## config.mk

```make
export PLATFORM = sky130hd
export DESIGN_NAME = wb_regfile_flat
export DESIGN_NICKNAME = d
export VERILOG_FILES = /design/src/rtl/wb_regfile_if.sv /design/src/rtl/wb_regfile.sv /design/src/flat_wrapper.sv
export SDC_FILE = /design/constraint.sdc
export NUM_CORES = 2
export LEC_CHECK = 0
export ABC_AREA = 1
export BUFFER_PORTS_ARGS = -buffer_cell sky130_fd_sc_hd__buf_4
export CAP_MARGIN = 5
export CORE_UTILIZATION = 38
export CTS_CLUSTER_SIZE = 25
export DETAILED_ROUTE_END_ITERATION = 7
export PLACE_DENSITY = 0.57
export SKIP_CTS_REPAIR_TIMING = 1
export SLEW_MARGIN = 20
export SYNTH_ARGS = -nofsm -noshare
export SYNTH_HDL_FRONTEND = slang
export SYNTH_SLANG_ARGS = --single-unit
```

## constraint.sdc

```tcl
create_clock -name CLK -period 3.3 [get_ports CLK]
set_clock_uncertainty 0.2 [all_clocks]
set_input_delay 0.825 -clock CLK [delete_from_list [all_inputs] [get_ports CLK]]
set_output_delay 0.825 -clock CLK [all_outputs]
set_load 0.005 [all_outputs]
```

## src/rtl/wb_regfile_if.sv

```systemverilog
// Bundle between the MEM/WB register / decode stage and the write-back register file.
// The slave side is the register file; the optional trace outputs exist only with WB_TRACE_EN.
interface wb_regfile_if #(
  parameter int DATA_W = 32,
  parameter int CNT_W  = 32,
  parameter int OVF_W  = 16
);
  logic [DATA_W-1:0] W_Dout;
  logic [DATA_W-1:0] W_ALUout;
  logic [4:0]        W_Rw;
  logic              W_MemtoReg;
  logic              W_RegWr;
  logic              W_Overflow;
  logic [4:0]        Ra;
  logic [4:0]        Rb;
  logic [DATA_W-1:0] busA;
  logic [DATA_W-1:0] busB;
  logic [DATA_W-1:0] busW;
  logic              WrEff;
  logic [CNT_W-1:0]  RetireCnt;
  logic [OVF_W-1:0]  OvfCnt;
`ifdef WB_TRACE_EN
  logic              T_Valid;
  logic [4:0]        T_Rw;
  logic [DATA_W-1:0] T_Data;
`endif

  modport master (
    output W_Dout, W_ALUout, W_Rw, W_MemtoReg, W_RegWr, W_Overflow, Ra, Rb,
`ifdef WB_TRACE_EN
    input  T_Valid, T_Rw, T_Data,
`endif
    input  busA, busB, busW, WrEff, RetireCnt, OvfCnt
  );

  modport slave (
    input  W_Dout, W_ALUout, W_Rw, W_MemtoReg, W_RegWr, W_Overflow, Ra, Rb,
`ifdef WB_TRACE_EN
    output T_Valid, T_Rw, T_Data,
`endif
    output busA, busB, busW, WrEff, RetireCnt, OvfCnt
  );
endinterface

```

## src/rtl/wb_regfile.sv

```systemverilog
// MIPS write-back stage: selects busW, commits on the next rising CLK, two combinational bypassed
// read ports, retire/overflow counters; no backpressure. Trace outputs optional via WB_TRACE_EN.
module wb_regfile #(
  parameter int DATA_W = 32,
  parameter int CNT_W  = 32,
  parameter int OVF_W  = 16
) (
  input logic         CLK,
  input logic         RSTn,
  wb_regfile_if.slave wb
);
  logic [DATA_W-1:0] regs [1:31];
  logic [CNT_W-1:0]  retire_cnt;
  logic [OVF_W-1:0]  ovf_cnt;
  logic [DATA_W-1:0] bus_w;
  logic              wr_eff;
  logic              ovf_evt;

  // W_RegWr=0 forces both enables low even if the rest of the bundle is unknown.
  assign bus_w   = wb.W_MemtoReg ? wb.W_Dout : wb.W_ALUout;
  assign wr_eff  = wb.W_RegWr & ~wb.W_Overflow & (wb.W_Rw != 5'd0);
  assign ovf_evt = wb.W_RegWr & wb.W_Overflow;

  always_ff @(posedge CLK or negedge RSTn) begin
    if (!RSTn) begin
      for (int i = 1; i < 32; i++) regs[i] <= '0;
      retire_cnt <= '0;
      ovf_cnt    <= '0;
    end else begin
      if (wr_eff) begin
        regs[wb.W_Rw] <= bus_w;
        retire_cnt    <= retire_cnt + CNT_W'(1);
      end
      if (ovf_evt && (ovf_cnt != {OVF_W{1'b1}})) ovf_cnt <= ovf_cnt + OVF_W'(1);
    end
  end

  // Reads return 0 throughout reset, bypass included.
  always_comb begin
    wb.busA = '0;
    wb.busB = '0;
    if (RSTn && (wb.Ra != 5'd0))
      wb.busA = (wr_eff && (wb.Ra == wb.W_Rw)) ? bus_w : regs[wb.Ra];
    if (RSTn && (wb.Rb != 5'd0))
      wb.busB = (wr_eff && (wb.Rb == wb.W_Rw)) ? bus_w : regs[wb.Rb];
  end

  assign wb.busW      = bus_w;
  assign wb.WrEff     = wr_eff;
  assign wb.RetireCnt = retire_cnt;
  assign wb.OvfCnt    = ovf_cnt;

`ifdef WB_TRACE_EN
  logic              t_valid;
  logic [4:0]        t_rw;
  logic [DATA_W-1:0] t_data;

  always_ff @(posedge CLK or negedge RSTn) begin
    if (!RSTn) begin
      t_valid <= 1'b0;
      t_rw    <= '0;
      t_data  <= '0;
    end else begin
      t_valid <= wr_eff;
      if (wr_eff) begin
        t_rw   <= wb.W_Rw;
        t_data <= bus_w;
      end
    end
  end

  assign wb.T_Valid = t_valid;
  assign wb.T_Rw    = t_rw;
  assign wb.T_Data  = t_data;
`endif
endmodule

```

## src/flat_wrapper.sv

```systemverilog
// flat-port wrapper written by rule: the top's interface ports become plain ports
module wb_regfile_flat 
#(
  parameter int DATA_W = 32,
  parameter int CNT_W  = 32,
  parameter int OVF_W  = 16
)
  (CLK, RSTn, wb_W_Dout, wb_W_ALUout, wb_W_Rw, wb_W_MemtoReg, wb_W_RegWr, wb_W_Overflow, wb_Ra, wb_Rb, wb_busA, wb_busB, wb_busW, wb_WrEff, wb_RetireCnt, wb_OvfCnt);
  wb_regfile_if #(.DATA_W(DATA_W), .CNT_W(CNT_W), .OVF_W(OVF_W)) wb_i ();
  input logic CLK;
  input logic RSTn;
  input wire logic [$bits(wb_i.W_Dout)-1:0] wb_W_Dout;
  input wire logic [$bits(wb_i.W_ALUout)-1:0] wb_W_ALUout;
  input wire logic [$bits(wb_i.W_Rw)-1:0] wb_W_Rw;
  input wire logic [$bits(wb_i.W_MemtoReg)-1:0] wb_W_MemtoReg;
  input wire logic [$bits(wb_i.W_RegWr)-1:0] wb_W_RegWr;
  input wire logic [$bits(wb_i.W_Overflow)-1:0] wb_W_Overflow;
  input wire logic [$bits(wb_i.Ra)-1:0] wb_Ra;
  input wire logic [$bits(wb_i.Rb)-1:0] wb_Rb;
  output wire logic [$bits(wb_i.busA)-1:0] wb_busA;
  output wire logic [$bits(wb_i.busB)-1:0] wb_busB;
  output wire logic [$bits(wb_i.busW)-1:0] wb_busW;
  output wire logic [$bits(wb_i.WrEff)-1:0] wb_WrEff;
  output wire logic [$bits(wb_i.RetireCnt)-1:0] wb_RetireCnt;
  output wire logic [$bits(wb_i.OvfCnt)-1:0] wb_OvfCnt;
  assign wb_i.W_Dout = wb_W_Dout;
  assign wb_i.W_ALUout = wb_W_ALUout;
  assign wb_i.W_Rw = wb_W_Rw;
  assign wb_i.W_MemtoReg = wb_W_MemtoReg;
  assign wb_i.W_RegWr = wb_W_RegWr;
  assign wb_i.W_Overflow = wb_W_Overflow;
  assign wb_i.Ra = wb_Ra;
  assign wb_i.Rb = wb_Rb;
  assign wb_busA = wb_i.busA;
  assign wb_busB = wb_i.busB;
  assign wb_busW = wb_i.busW;
  assign wb_WrEff = wb_i.WrEff;
  assign wb_RetireCnt = wb_i.RetireCnt;
  assign wb_OvfCnt = wb_i.OvfCnt;
  wb_regfile #(.DATA_W(DATA_W), .CNT_W(CNT_W), .OVF_W(OVF_W)) u_core (.CLK(CLK), .RSTn(RSTn), .wb(wb_i));
endmodule
```

### Word level (Yosys, flattened, before mapping)

Index checks and enable logic that the tools add are counted.

| storage, ports and cells | value |
|---|---|
| flip-flop bits (word level) | 1040 |
| output and inout bits | 145 |
| logic and storage cells | 72 |

| cells by class | value |
|---|---|
| add/subtract/negate cells | 2 |
| order comparisons | 4 |
| equality and inequality tests | 3 |
| muxes and demuxes | 14 |
| bitwise operators | 7 |
| reductions and logical operators | 9 |

Operator list:

| kind | number |
|---|---|
| bitwise mux 992 bit | 1 |
| binary-select mux 32 bit (select 5 bit) | 2 |
| two-way mux 32 bit | 10 |
| demux 32 bit (select 5 bit) | 1 |
| adder 32 x 1 -> 32 bit (second input constant) | 1 |
| greater-or-equal comparator 6 bit (second input constant) | 3 |
| NOT 5 -> 6 bit | 3 |
| adder 16 x 1 -> 16 bit (second input constant) | 1 |
| != test 16 bit (second input constant) | 1 |
| nonzero test 5 bit | 3 |
| == test 5 bit | 2 |
| logical AND 1 bit | 6 |
| less-than comparator 6 x 1 -> 1 bit (second input constant) | 1 |
| bitwise AND 1 bit | 3 |
| NOT 1 bit | 1 |

### Depth between registers and ports, before layout

| depth | value |
|---|---|
| word-level depth | 6 |
| gate-level depth with buffers | 12 |
| gate-level depth less buffers | 10 |

### Least setup slack after synthesis

OpenSTA, ideal clock, no wires.

| path | value |
|---|---|
| path type | in2out |
| from | input wb_W_Rw[3] |
| to | output wb_busA[22] |
| data arrival time | 2.144 ns |
| setup slack | 0.131 ns |
| stages on the path | 12 |
| path buffers | 3 |
| cells stage by stage | buf_6 > nor3_4 > nand2_1 > nand2_4 > inv_1 > buf_2 > buf_1 > nand3_1 > nand2_1 > inv_1 > nand2_1 > inv_1 |

| on the way | value |
|---|---|
| longest elaborated chain between the ends | 5 |
| elaborated cells between the ends (all ways) | 6 |
| classes of those cells | eq/ne (1); mux (2); bitwise (1); reduce/logical (2) |

RTL lines:

| item | line | source |
|---|---|---|
| start, declared | flat_wrapper.sv:14 | `input wire logic [$bits(wb_i.W_Rw)-1:0] wb_W_Rw;` |
| nonzero test 5 bit | wb_regfile.sv:21 | `assign wr_eff = wb.W_RegWr & ~wb.W_Overflow & (wb.W_Rw != 5'd0);` |
| bitwise AND 1 bit | wb_regfile.sv:21 |  |
| logical AND 1 bit (*) | wb_regfile.sv:43 | `wb.busA = (wr_eff && (wb.Ra == wb.W_Rw)) ? bus_w : regs[wb.Ra];` |
| two-way mux 32 bit (*) | wb_regfile.sv:43 |  |
| two-way mux 32 bit (*) | wb_regfile.sv:42 | `if (RSTn && (wb.Ra != 5'd0))` |
| end, declared | flat_wrapper.sv:20 | `output wire logic [$bits(wb_i.busA)-1:0] wb_busA;` |

Mark *: on every way between the ends. The rest lies on a longest branch, timed or not.

### Worst setup path after layout

| path | value |
|---|---|
| from | input wb_Rb[0] |
| to | output wb_busB[16] |

| on the way | value |
|---|---|
| longest elaborated chain between the ends | 6 |
| elaborated cells between the ends (all ways) | 10 |
| classes of those cells | eq/ne (1); mux (5); bitwise (1); reduce/logical (3) |

RTL lines:

| item | line | source |
|---|---|---|
| start, declared | flat_wrapper.sv:19 | `input wire logic [$bits(wb_i.Rb)-1:0] wb_Rb;` |
| NOT 5 -> 6 bit (not written as such) | wb_regfile.sv:45 | `wb.busB = (wr_eff && (wb.Rb == wb.W_Rw)) ? bus_w : regs[wb.Rb];` |
| binary-select mux 32 bit (select 5 bit) | wb_regfile.sv:45 |  |
| two-way mux 32 bit (not written as such) (2 in series) | wb_regfile.sv:45 |  |
| two-way mux 32 bit | wb_regfile.sv:45 |  |
| two-way mux 32 bit (*) | wb_regfile.sv:44 | `if (RSTn && (wb.Rb != 5'd0))` |
| end, declared | flat_wrapper.sv:21 | `output wire logic [$bits(wb_i.busB)-1:0] wb_busB;` |

Mark *: on every way between the ends. The rest lies on a longest branch, timed or not. The select of a mux whose other input is x is not followed.

==> results.py <==
metrics = {
    "sta": {
        "hold_ws_ns": 0.284,
        "slew_headroom_pct": 28.7,
        "finalMaxSlewViolations": 0,
        "fin_tns_setup_ns": -14.85,
        "setup_slack_ns": -0.394,
        "min_period_over_period_pct": 112,
        "grt_setup_unrepaired": "yes",
        "tightest_slew_ns": 1.07,
        "max_freq_ghz": 0.271,
        "hold_violations": 0,
        "fin_crit_ns": 3.69,
        "setup_violations": 64,
    },
    "floorplanning": {
        "coreArea_sq_um": 160000,
        "die_h_microns": 404,
        "dieArea_sq_um": 163000,
        "rows": 147,
        "die_w_microns": 404,
        "initial_core_util_pct": 38.2,
        "pin_count": 229,
    },
    "detailed_routing": {
        "drt-initial-drc-count": 9625,
        "wl_mm": 287,
        "drt_first_pass_iters": 8,
        "route.detailed.drc": 4,
        "num_vias": 66478,
        "ant_nets": 0,
        "via_per_inst": 5.61,
        "wl_per_cell_microns": 24.2,
    },
    "setup_path": {
        "crit_type": "in -> out",
        "crit_required_ns": 2.27,
        "cp_cell_sequence": "buf_12, buf_8, buf_12, buf_4, nand2_1, nand3_1, nand3_1, nand3_1, nand3_1, nand2_2, a21oi_4, buf_6, buf_4",
        "cp-start-kind": "primary input",
        "end_kind": "primary output",
        "cpMaxStageDelayCell": "a21oi_4",
        "worst_path_most_repeated_cell": "nand3_1",
        "cp.arrival_ns": 2.67,
        "slowest_delay_ns": 0.35,
        "crit_family": "buffers and inverters",
        "critPathBufInv": 6,
        "cp_max_fo": 15,
    },
    "clock_network": {
        "cts_root_buf": "clkbuf_16",
        "cts_made_buffers": 120,
        "h-tree-depth": 3,
        "clk_path_buf_depth": 3,
        "clk_pin_slew_ns": 0.06,
        "cts_num_sinks": 1040,
        "clk_latency_ns": 0.76,
        "cts_tree": "yes",
    },
    "global_route": {
        "grt_pass1_vias": 61025,
        "grt_max_degree": 162,
        "gr-usage-all-layers_pct": 33.6,
        "antenna_found_initial": 5,
        "gr-total-overflow": 0,
        "grt_pass1_wl_mm": 410,
    },
    "power_and_ir_drop": {
        "p_per_area_nw_per_um2": 515,
        "vdd.ir_drop.worst_uv": 431,
        "cellLeakagePower_uw": 0.0384,
    },
    "final_layout": {
        "multi_input_area_sq_um": 30000,
        "ff_latch_area_sq_um": 26000,
        "drive_gt1_share_pct": 14.7,
        "nets": 9670,
        "nFillCells": 15942,
        "syn2layout_area_growth_pct": 26.6,
    },
    "yosys": {
        "syn_inst": 9256,
        "synth_edf_count": 0,
        "synth.avg_cell_area_sq_um": 6.63,
        "yosys-top-cells-area": "dfrtp_1 42%, nand2_1 20%, nand3_1 14%",
        "ys_types": 32,
        "yosysSeqAreaShare_pct": 42.4,
        "synth_most_common_cell": "nand2_1",
        "synth_seq_cells": 1040,
        "synth_area_sq_um": 61300,
        "synth-async-reset-ratio_pct": 100,
        "yosysTopAreaCellShare_pct": 42.4,
        "synth_warnings": 0,
        "synth_common_cells": "3225 x nand2_1, 1729 x nand3_1, 1040 x dfrtp_1",
        "synth_top_area_cell": "dfrtp_1",
        "syn-num-nets": 9342,
        "synth_ff_type": "dfrtp_1",
    },
    "run_status": {
        "outcome": "finished with violations",
        "violations": "DRC, setup timing",
    },
    "hold_path": {
        "min_path_type": "reg -> reg",
    },
    "place": {
        "dp_hpwl_mm": 178,
        "port_buffers": 228,
        "routabilityCongestion": 0.945,
    },
    "job": {
        "drv_cap": 0,
    },
}
==> power breakdown <==
group	internal [uW]	total [uW]	switching, uW
sequential	14800	16000	1200
clock	8590	14500	5860
combinational	3540	9560	6020
==> worst register-to-register path: cells and delay by family (launching register included) <==
family	cells	cell delay, ns
flops	1	0.45
xor+xnor	1	0.16
simple gates	5	1.17
==> final cells by class <==
| type | instances | share of cell area (%) |
|---|---|---|
| multi-input combinational | 6486 | 38.7 |
| sequential | 1040 | 33.5 |
| timing repair buffer | 913 | 13.9 |
| inverter | 1022 | 5.05 |
| clock buffer | 177 | 4.60 |
| tap | 2160 | 3.48 |
| clock inverter | 44 | 0.804 |
| timing repair inverter | 1 | 0.0145 |
| antenna | 1 | 0.00322 |
==> through the flow <==
step	total power [uW]	setup WS [ns]	util (%)	cell area [sq um]	std cells
6_report	40000	-0.394	48.4	77600	11844
5_1_grt	41800	-0.440	48.4	77600	11843
4_1_cts	39400	-0.993	46.7	74900	11777
3_5_place_dp	25000	-0.988	44.1	70700	11556
3_3_place_gp	24800	-1.01	44.1	70700	11556
2_1_floorplan	21200	0.131	-	61300	9256
==> kinds of logic (layout without fill, tap and decap cells) <==
group	Yosys count	after routing	synth area share, %
xor gates and xnor gates	42	42	0.600
adders and majority gates	2	2	0.0408
AOI/OAI and AO/OA	1207	1207	9.85
other	0	1	0
and+or+nand+nor	5235	5235	36.2
buffers and inverters	1730	2157	10.9
DFF	1040	1040	42.4
==> per-layer routing <==
layer  vias up  GRT usage, %  part of all wire (%)
met5         -             0                 0.030
met4        12          17.3                   5.8
met3       774          7.63                    13
met2      4208          49.8                    42
met1     31452          45.8                    39
li1      30032             -                     -
==> flip-flops by register name, summed over array words and instances (netlist names) <==
signal / cells
u_core.regs: 992
u_core.wb.RetireCnt: 32
u_core.wb.OvfCnt: 16
==> worst paths after layout <==
| kind | from | to | slack, ns | depth (start not counted) |
|---|---|---|---|---|
| max | wb_Rb[0] | wb_busB[16] | -0.39 | 13 |
| min | u_core.regs[238] | u_core.regs[238] | 0.28 | 2 |
| max reg2reg | u_core.wb.RetireCnt[2] | u_core.wb.RetireCnt[13] | 1.19 | 6 |
| min reg2reg | u_core.regs[238] | u_core.regs[238] | 0.28 | 2 |
| max in group asynchronous | RSTn | u_core.wb.RetireCnt[13] | 0.25 | 5 |
| min in group asynchronous | RSTn | u_core.regs[613] | 0.93 | 3 |
==> cells in the final DEF, fill, tap and decap left out, drive strengths merged <==
cell	Yosys	final
or2	19	19
nand3b	3	3
inv	995	998
clkinvlp	0	6
a21oi	167	167
bufinv	0	15
xnor2	16	16
nor4	7	7
diode	0	1
ha	2	2
dfrtp	1040	1040
nand2	3250	3250
xor2	26	26
nand4	16	16
clkbuf	496	201
nand3	1730	1730
a21boi	1	1
dlygate4sd3	0	1
nor2	174	174
buf	212	888
o21ai	1039	1039
nor3	36	36
clkinv	27	48
Note: power is estimated with default switching activity, not from simulation.
